<file path="src/rtl/axi_lite_pkg.sv">
// Shared AXI4-Lite types: response codes, channel FSM states
// and the byte-strobe merge used by the register bank.
package axi_lite_pkg;

    typedef enum logic [1:0] {
        OKAY   = 2'b00,
        SLVERR = 2'b10
    } resp_t;

    typedef enum logic [1:0] {
        WS_IDLE,
        WS_HAVE_AW,
        WS_HAVE_W,
        WS_RESP
    } wr_state_t;

    typedef enum logic {
        RS_IDLE,
        RS_RESP
    } rd_state_t;

    function automatic logic [31:0] strb_merge(
        input logic [31:0] old,
        input logic [31:0] data,
        input logic [3:0]  strb
    );
        logic [31:0] res;
        res = old;
        for (int b = 0; b < 4; b++) begin
            if (strb[b]) res[8*b +: 8] = data[8*b +: 8];
        end
        return res;
    endfunction

endpackage

</file>
<file path="src/rtl/axi_lite_slave_regfile.sv">
// AXI4-Lite register-file responder: RW control words plus one
// read-only status word, one outstanding write and one outstanding read.
module axi_lite_slave_regfile
    import axi_lite_pkg::*;
#(
    parameter int          ADDR_W    = 12,
    parameter int          NUM_REGS  = 8,
    parameter logic [31:0] RESET_VAL = 32'h0000_0000
) (
    input  logic                  aclk,
    input  logic                  areset,
    input  logic [ADDR_W-1:0]     AWADDR,
    input  logic                  AWVALID,
    output logic                  AWREADY,
    input  logic [31:0]           WDATA,
    input  logic [3:0]            WSTRB,
    input  logic                  WVALID,
    output logic                  WREADY,
    output logic [1:0]            BRESP,
    output logic                  BVALID,
    input  logic                  BREADY,
    input  logic [ADDR_W-1:0]     ARADDR,
    input  logic                  ARVALID,
    output logic                  ARREADY,
    output logic [31:0]           RDATA,
    output logic [1:0]            RRESP,
    output logic                  RVALID,
    input  logic                  RREADY,
    input  logic [31:0]           status_in,
    output logic [NUM_REGS*32-1:0] reg_out,
    output logic [NUM_REGS-1:0]   reg_wr_pulse
);

    localparam int IDX_W = ADDR_W - 2;
    localparam int SEL_W = (NUM_REGS > 1) ? $clog2(NUM_REGS) : 1;
    localparam logic [IDX_W-1:0] LAST = IDX_W'(NUM_REGS - 1);

    wr_state_t ws, ws_nxt;
    rd_state_t rs, rs_nxt;

    logic [ADDR_W-1:0] aw_addr_q;
    logic [31:0]       w_data_q;
    logic [3:0]        w_strb_q;
    logic [31:0]       regs [NUM_REGS];

    logic              aw_fire, w_fire, ar_fire, commit;
    logic [ADDR_W-1:0] wa;
    logic [31:0]       wd;
    logic [3:0]        wstrb_eff;
    logic [IDX_W-1:0]  w_idx, r_idx;
    logic              w_ok, r_ok;

    // Handshake outputs are decoded from state and forced low in reset
    assign AWREADY = !areset && (ws == WS_IDLE || ws == WS_HAVE_W);
    assign WREADY  = !areset && (ws == WS_IDLE || ws == WS_HAVE_AW);
    assign BVALID  = !areset && (ws == WS_RESP);
    assign ARREADY = !areset && (rs == RS_IDLE);
    assign RVALID  = !areset && (rs == RS_RESP);

    assign aw_fire = AWVALID && AWREADY;
    assign w_fire  = WVALID && WREADY;
    assign ar_fire = ARVALID && ARREADY;

    always_comb begin
        ws_nxt = ws;
        case (ws)
            WS_IDLE: begin
                if (aw_fire && w_fire) ws_nxt = WS_RESP;
                else if (aw_fire)      ws_nxt = WS_HAVE_AW;
                else if (w_fire)       ws_nxt = WS_HAVE_W;
            end
            WS_HAVE_AW: if (w_fire)  ws_nxt = WS_RESP;
            WS_HAVE_W:  if (aw_fire) ws_nxt = WS_RESP;
            WS_RESP:    if (BREADY)  ws_nxt = WS_IDLE;
            default:    ws_nxt = WS_IDLE;
        endcase
    end

    always_comb begin
        rs_nxt = rs;
        case (rs)
            RS_IDLE: if (ar_fire) rs_nxt = RS_RESP;
            RS_RESP: if (RREADY)  rs_nxt = RS_IDLE;
            default: rs_nxt = RS_IDLE;
        endcase
    end

    // Whichever half arrived first comes from its holding register
    assign commit    = (ws != WS_RESP) && (ws_nxt == WS_RESP);
    assign wa        = (ws == WS_HAVE_AW) ? aw_addr_q : AWADDR;
    assign wd        = (ws == WS_HAVE_W) ? w_data_q : WDATA;
    assign wstrb_eff = (ws == WS_HAVE_W) ? w_strb_q : WSTRB;

    assign w_idx = wa[ADDR_W-1:2];
    assign r_idx = ARADDR[ADDR_W-1:2];
    assign w_ok  = (wa[1:0] == 2'b00) && (w_idx < LAST);
    assign r_ok  = (ARADDR[1:0] == 2'b00) && (r_idx <= LAST);

    always_ff @(posedge aclk) begin
        if (areset) begin
            ws           <= WS_IDLE;
            rs           <= RS_IDLE;
            aw_addr_q    <= '0;
            w_data_q     <= '0;
            w_strb_q     <= '0;
            BRESP        <= OKAY;
            RRESP        <= OKAY;
            RDATA        <= '0;
            reg_wr_pulse <= '0;
            for (int i = 0; i < NUM_REGS; i++) regs[i] <= RESET_VAL;
        end else begin
            ws           <= ws_nxt;
            rs           <= rs_nxt;
            reg_wr_pulse <= '0;
            if (aw_fire) aw_addr_q <= AWADDR;
            if (w_fire) begin
                w_data_q <= WDATA;
                w_strb_q <= WSTRB;
            end
            if (commit) begin
                BRESP <= w_ok ? OKAY : SLVERR;
                if (w_ok) begin
                    regs[w_idx[SEL_W-1:0]] <=
                        strb_merge(regs[w_idx[SEL_W-1:0]], wd, wstrb_eff);
                    reg_wr_pulse[w_idx[SEL_W-1:0]] <= 1'b1;
                end
            end
            // Sampled before this edge's write lands, so a collision reads old data
            if (ar_fire) begin
                RRESP <= r_ok ? OKAY : SLVERR;
                if (!r_ok)              RDATA <= '0;
                else if (r_idx == LAST) RDATA <= status_in;
                else                    RDATA <= regs[r_idx[SEL_W-1:0]];
            end
        end
    end

    for (genvar g = 0; g < NUM_REGS; g++) begin : g_out
        assign reg_out[32*g +: 32] = regs[g];
    end

endmodule

</file>
<file path="config.mk">
export PLATFORM = sky130hd
export DESIGN_NAME = axi_lite_slave_regfile
export DESIGN_NICKNAME = d
export VERILOG_FILES = /design/src/rtl/axi_lite_pkg.sv /design/src/rtl/axi_lite_slave_regfile.sv
export SDC_FILE = /design/constraint.sdc
export NUM_CORES = 1
export LEC_CHECK = 0
export CORE_MARGIN = 1.5
export CORE_UTILIZATION = 24
export CTS_CLUSTER_DIAMETER = 150
export DETAILED_ROUTE_END_ITERATION = 10
export HOLD_SLACK_MARGIN = 0.08
export MAX_ROUTING_LAYER = met4
export PLACE_DENSITY = 0.55
export SYNTH_ARGS = -nofsm -noshare
export SYNTH_HDL_FRONTEND = slang
export SYNTH_SLANG_ARGS = --single-unit
</file>
<file path="constraint.sdc">
create_clock -name aclk -period 3.45 [get_ports aclk]
set_clock_uncertainty 0.1 [all_clocks]
set_input_delay 0.69 -clock aclk [delete_from_list [all_inputs] [get_ports aclk]]
set_output_delay 0.69 -clock aclk [all_outputs]
set_load 0.005 [all_outputs]
</file>
After elaboration in Yosys (flattened, before gate mapping):

Memory sizes are Yosys's and may differ from the RTL's.
Index checks and enable logic that the tools add are counted.

* register bits: 95
* bits in writable memories: 256
* word-level logic and storage cells: 96
* memories: 1
* output and inout bits: 305
* input bits: 99

* magnitude comparators: 4
* mux-type cells: 44
* bitwise operators: 3
* reductions and logical operators: 25
* eq/ne operators: 10

Memory list
* regs: depth 8, bits a word 32, read ports 9, clocked after Yosys merged registers in 0, write ports 8, line axi_lite_slave_regfile.sv:44 `logic [31:0] regs [NUM_REGS];`

Operators by type and width (count)
* 2-to-1 mux 32 bit: 4
* 2-to-1 mux 8 bit: 16
* OR reduction 32 bit: 1
* 2-to-1 mux 2 bit: 8
* != test 4 bit (second input constant): 4
* logical AND 1 bit: 13
* 2-to-1 mux 12 bit: 1
* equality test 10 x 3 -> 1 bit (second input constant): 1
* <= comparator 10 x 3 -> 1 bit (second input constant): 1
* less-than comparator 10 x 3 -> 1 bit (second input constant): 1
* 2-to-1 mux 1 bit: 9
* 2-to-1 mux 4 bit: 2
* case mux 2 bit (4 select lines): 1
* AND reduction 2 bit: 4
* equality test 2 bit (second input constant): 3
* zero test 2 bit: 3
* less-than comparator 3 x 4 -> 1 bit (second input constant): 1
* demux 1 bit (select 3 bit): 1
* >= comparator 3 x 1 -> 1 bit (second input constant): 1
* 2-to-1 mux 3 bit: 1
* inverter 1 bit: 3
* OR reduction 3 bit: 1
* equality test 2 x 1 -> 1 bit (second input constant): 1
* logical OR 1 bit: 2
* other kinds (3): 3

Logic depth before layout (Yosys ltp):

* depth after elaboration: 16
* depth in mapped cells: 10
* gate-level depth less buffers: 5

Worst setup path after synthesis:

No wires, ideal clock.

* kind: input to register
* start point: in AWADDR[11]
* end point: mem regs[4][0], enable pin
* path buffers: 1
* stages on the path: 6
* library setup time: 0.375 ns
* slack: 0.623 ns
* data arrival time: 2.352 ns
* data required time: 2.975 ns
* cells stage by stage: nor4_1 > nand2_1 > o21ai_1 > nand3_1 > buf_2 > o21bai_1

RTL lines
* from (decl): line axi_lite_slave_regfile.sv:12 `input logic [ADDR_W-1:0] AWADDR,`
* to (decl): line axi_lite_slave_regfile.sv:44

==> impl_metrics.toml <==
[logic_synthesis]
yosys.area_share.simple = 0.144
synthAdderAreaFrac = 0
synthXorXnorAreaFrac = 0.000565
ys_dominant_reg_cell = "sky130_fd_sc_hd__edfxtp_1"
postSynthAreaPerCell_sq_um = 12.4
synth.distinct_cells = 46
yosys-mux-area-fraction = 0.139
synth_edf_count = 256
synth-compound-area-share = 0.0619
synthCells = 1253
ys_ff_latch = 349
mappedNetlistArea_sq_um = 15500
yosys_warnings = 0
yosysSeqAreaShare = 0.616
largest_family_of_logic_cells_by_synthesized_area = "simple AND/OR/NAND/NOR gates"
synth_async_sr_flop_share = 0

[detailed_routing]
route.detailed.vias_per_inst = 4.47
route.vias.total = 11700
ant_nets = 0
postRouteWirelength_mm = 56.3
drt_first_pass_iters = 5
route.detailed.wl_per_inst_um = 21.5
drt_first_iter_violations = 942
final_routed_drc_violation_total = 0

[grt]
initial_antenna_violation_count = 10
grt-ovfl-total = 0
grt_pass1_wl_mm = 80.4
first_global_vias = 11600
track_usage = 0.171
grt_start_max_net_pins = 64

[setup_path]
crit_path_class = "reg -> reg"
slowest_stage_cell_cp = "sky130_fd_sc_hd__dfxtp_1"
crit_chain = "nand2b_1, mux2_2, o211a_1, a21bo_4, buf_4, nor2_1"
cp.required_ns = 3.65
worst-path-max-fanout = 24
crit_path_arrival_time_ns = 3.16
critical_path.startpoint_type = "flip-flop"
critical_path.endpoint_type = "flip-flop"
critical_path.max_stage_delay_ns = 0.53

[floorplanning]
core_area_sq_um = 64100
ios = 404
design.die.area_sq_um = 66100
row_count = 93
start_util = 0.242
die-width_um = 257
floorplan.die.height_um = 257

[placed_design]
buffer_ports.inserted = 401
place_area_sq_um = 21000
place_congestion = 0.843
place_hpwl_mm = 43.5

[status]
run_status = "finished, final reports clean"

[clocking]
htree_num_levels = 2
cts_resized = 0
cts_setup_buffers = 0
tritoncts = "yes"
cts_sink_count = 349
cts_buffers = 42
post_cts_hold_buffer_count = 0
cts_root_buffer = "sky130_fd_sc_hd__clkbuf_16"
clock_path_buffers = 3
worstSkewPairLatency_ns = 0.56
cts.clk_slew.worst_paths_ns = 0.06

[sta]
timing.max_slew.rel_slack = 0.352
final_max_slew_violation_count = 0
layout_min_cycle_time_ns = 2.97
timing.final.hold_violations = 0
setup_viol = 0
max_slew.worst_pin.slew_ns = 0.945
tns_ns = 0
final.period_utilization = 0.860
setup_repair_after_global_routing_missed_its_margin = "false"
hold_ws_ns = 0.334
fmaxAchievable_mhz = 337

[cells_and_area]
final_layout_size_suffix_gt1_frac = 0.155
postLayoutCellArea_sq_um = 22500
layout.cells.most_common_list = "sky130_fd_sc_hd__clkdlybuf4s50_1, sky130_fd_sc_hd__edfxtp_1, sky130_fd_sc_hd__nor2_1, sky130_fd_sc_hd__nand2_1, sky130_fd_sc_hd__dfxtp_1"
design.final.nets = 1820
layout.cells.most_common = "sky130_fd_sc_hd__clkdlybuf4s50_1"
syn2layout_area_growth_pct = 44.8

[pwr]
vdd.ir_drop.worst_uv = 266
total_power_uw = 10500
power_per_cell_area_nw_per_um2 = 469
total_leakage_power_uw = 0.00807

[flow_run]
cap_violations = 0

[worst_hold_path]
hold_class = "reg -> reg"
## sequential cells by signal (all words and copies together) (netlist names)
| register | cells |
|---|---|
| BRESP | 1 |
| RDATA | 32 |
| RRESP | 1 |
| aw_addr_q | 12 |
| reg_wr_pulse | 8 |
| regs | 256 |
| rs | 1 |
| w_data_q | 32 |
| w_strb_q | 4 |
| ws | 2 |
## power breakdown
group / switching (uW) / internal [uW] / leakage [uW]
clock: 1850 / 2670 / 0.000684
combinational: 602 / 614 / 0.00400
sequential: 123 / 4660 / 0.00339
total: 2570 / 7950 / 0.00807
## per-layer routing
| layer | part of all wire | up-vias | global-route usage | wire, um |
|---|---|---|---|---|
| met5 | 0 | - | - | 0 |
| met4 | 0.023 | 0 | 0.0475 | 1280 |
| met3 | 0.086 | 81 | 0.0514 | 4860 |
| met2 | 0.46 | 479 | 0.267 | 26100 |
| met1 | 0.43 | 5694 | 0.215 | 24000 |
| li1 | - | 5447 | - | - |
## cells by family (layout without fill, tap and decap cells)
kind of cell / Yosys count / after routing
AO/OA/AOI/OAI: 140 / 140
flip-flops: 349 / 349
multiplexers: 131 / 131
buffers and inverters: 133 / 599
other: 1 / 44
XOR/XNOR: 1 / 1
AND/OR/NAND/NOR: 498 / 498
## area by class of cell
class                      count  area (sq um)
clock buffer                  44          1080
timing repair buffer         488          4730
fill                        6212         41700
multi-input combinational    805          5550
inverter                      35           131
antenna                        9          22.5
clock inverter                32           328
sequential                   349          9550
tap                          855          1070
## synth_stat cells, drive strengths merged (14+ instances only)
| master | instances | area (sq um) |
|---|---|---|
| edfxtp | 256 | 7690 |
| o21bai | 23 | 173 |
| buf | 43 | 265 |
| nand2b | 75 | 469 |
| mux2i | 34 | 340 |
| nor3 | 53 | 265 |
| dfxtp | 93 | 1860 |
| o21ai | 52 | 260 |
| a21oi | 14 | 85.1 |
| mux2 | 33 | 372 |
| mux4 | 64 | 1440 |
| clkbuf | 55 | 206 |
| o221ai | 32 | 280 |
| nand2 | 146 | 548 |
| nor2 | 187 | 702 |
| inv | 35 | 131 |
## metrics by stage
| stage | utilization | instances | setup WS, ns |
|---|---|---|---|
| floorplan | - | 1287 | 0.623 |
| global placement | 0.328 | 2532 | 0.0544 |
| detailed placement | 0.328 | 2532 | 0.0345 |
| CTS | 0.350 | 2608 | 0.476 |
| global route | 0.350 | 2617 | 0.323 |
| finish | 0.350 | 2617 | 0.484 |
## worst max-delay path, delay by kind of cell, from the launching register on
family | cells | cell delay (ns)
AO/OA/AOI/OAI | 2 | 0.81
flip-flops | 1 | 0.53
AND/OR/NAND/NOR | 2 | 0.52
multiplexers | 1 | 0.39
buffers and inverters | 1 | 0.33
## path summary, 6_finish.rpt
path            start    endpoint  slack [ns]  depth (start not counted)
max             ws[1]  regs[1][1]        0.48                          6
min          RDATA[4]    RDATA[4]        0.33                          2
max reg2reg     ws[1]  regs[1][1]        0.48                          6
min reg2reg  RDATA[4]    RDATA[4]        0.33                          2
No activity file was read; power rests on OpenSTA's default activity.
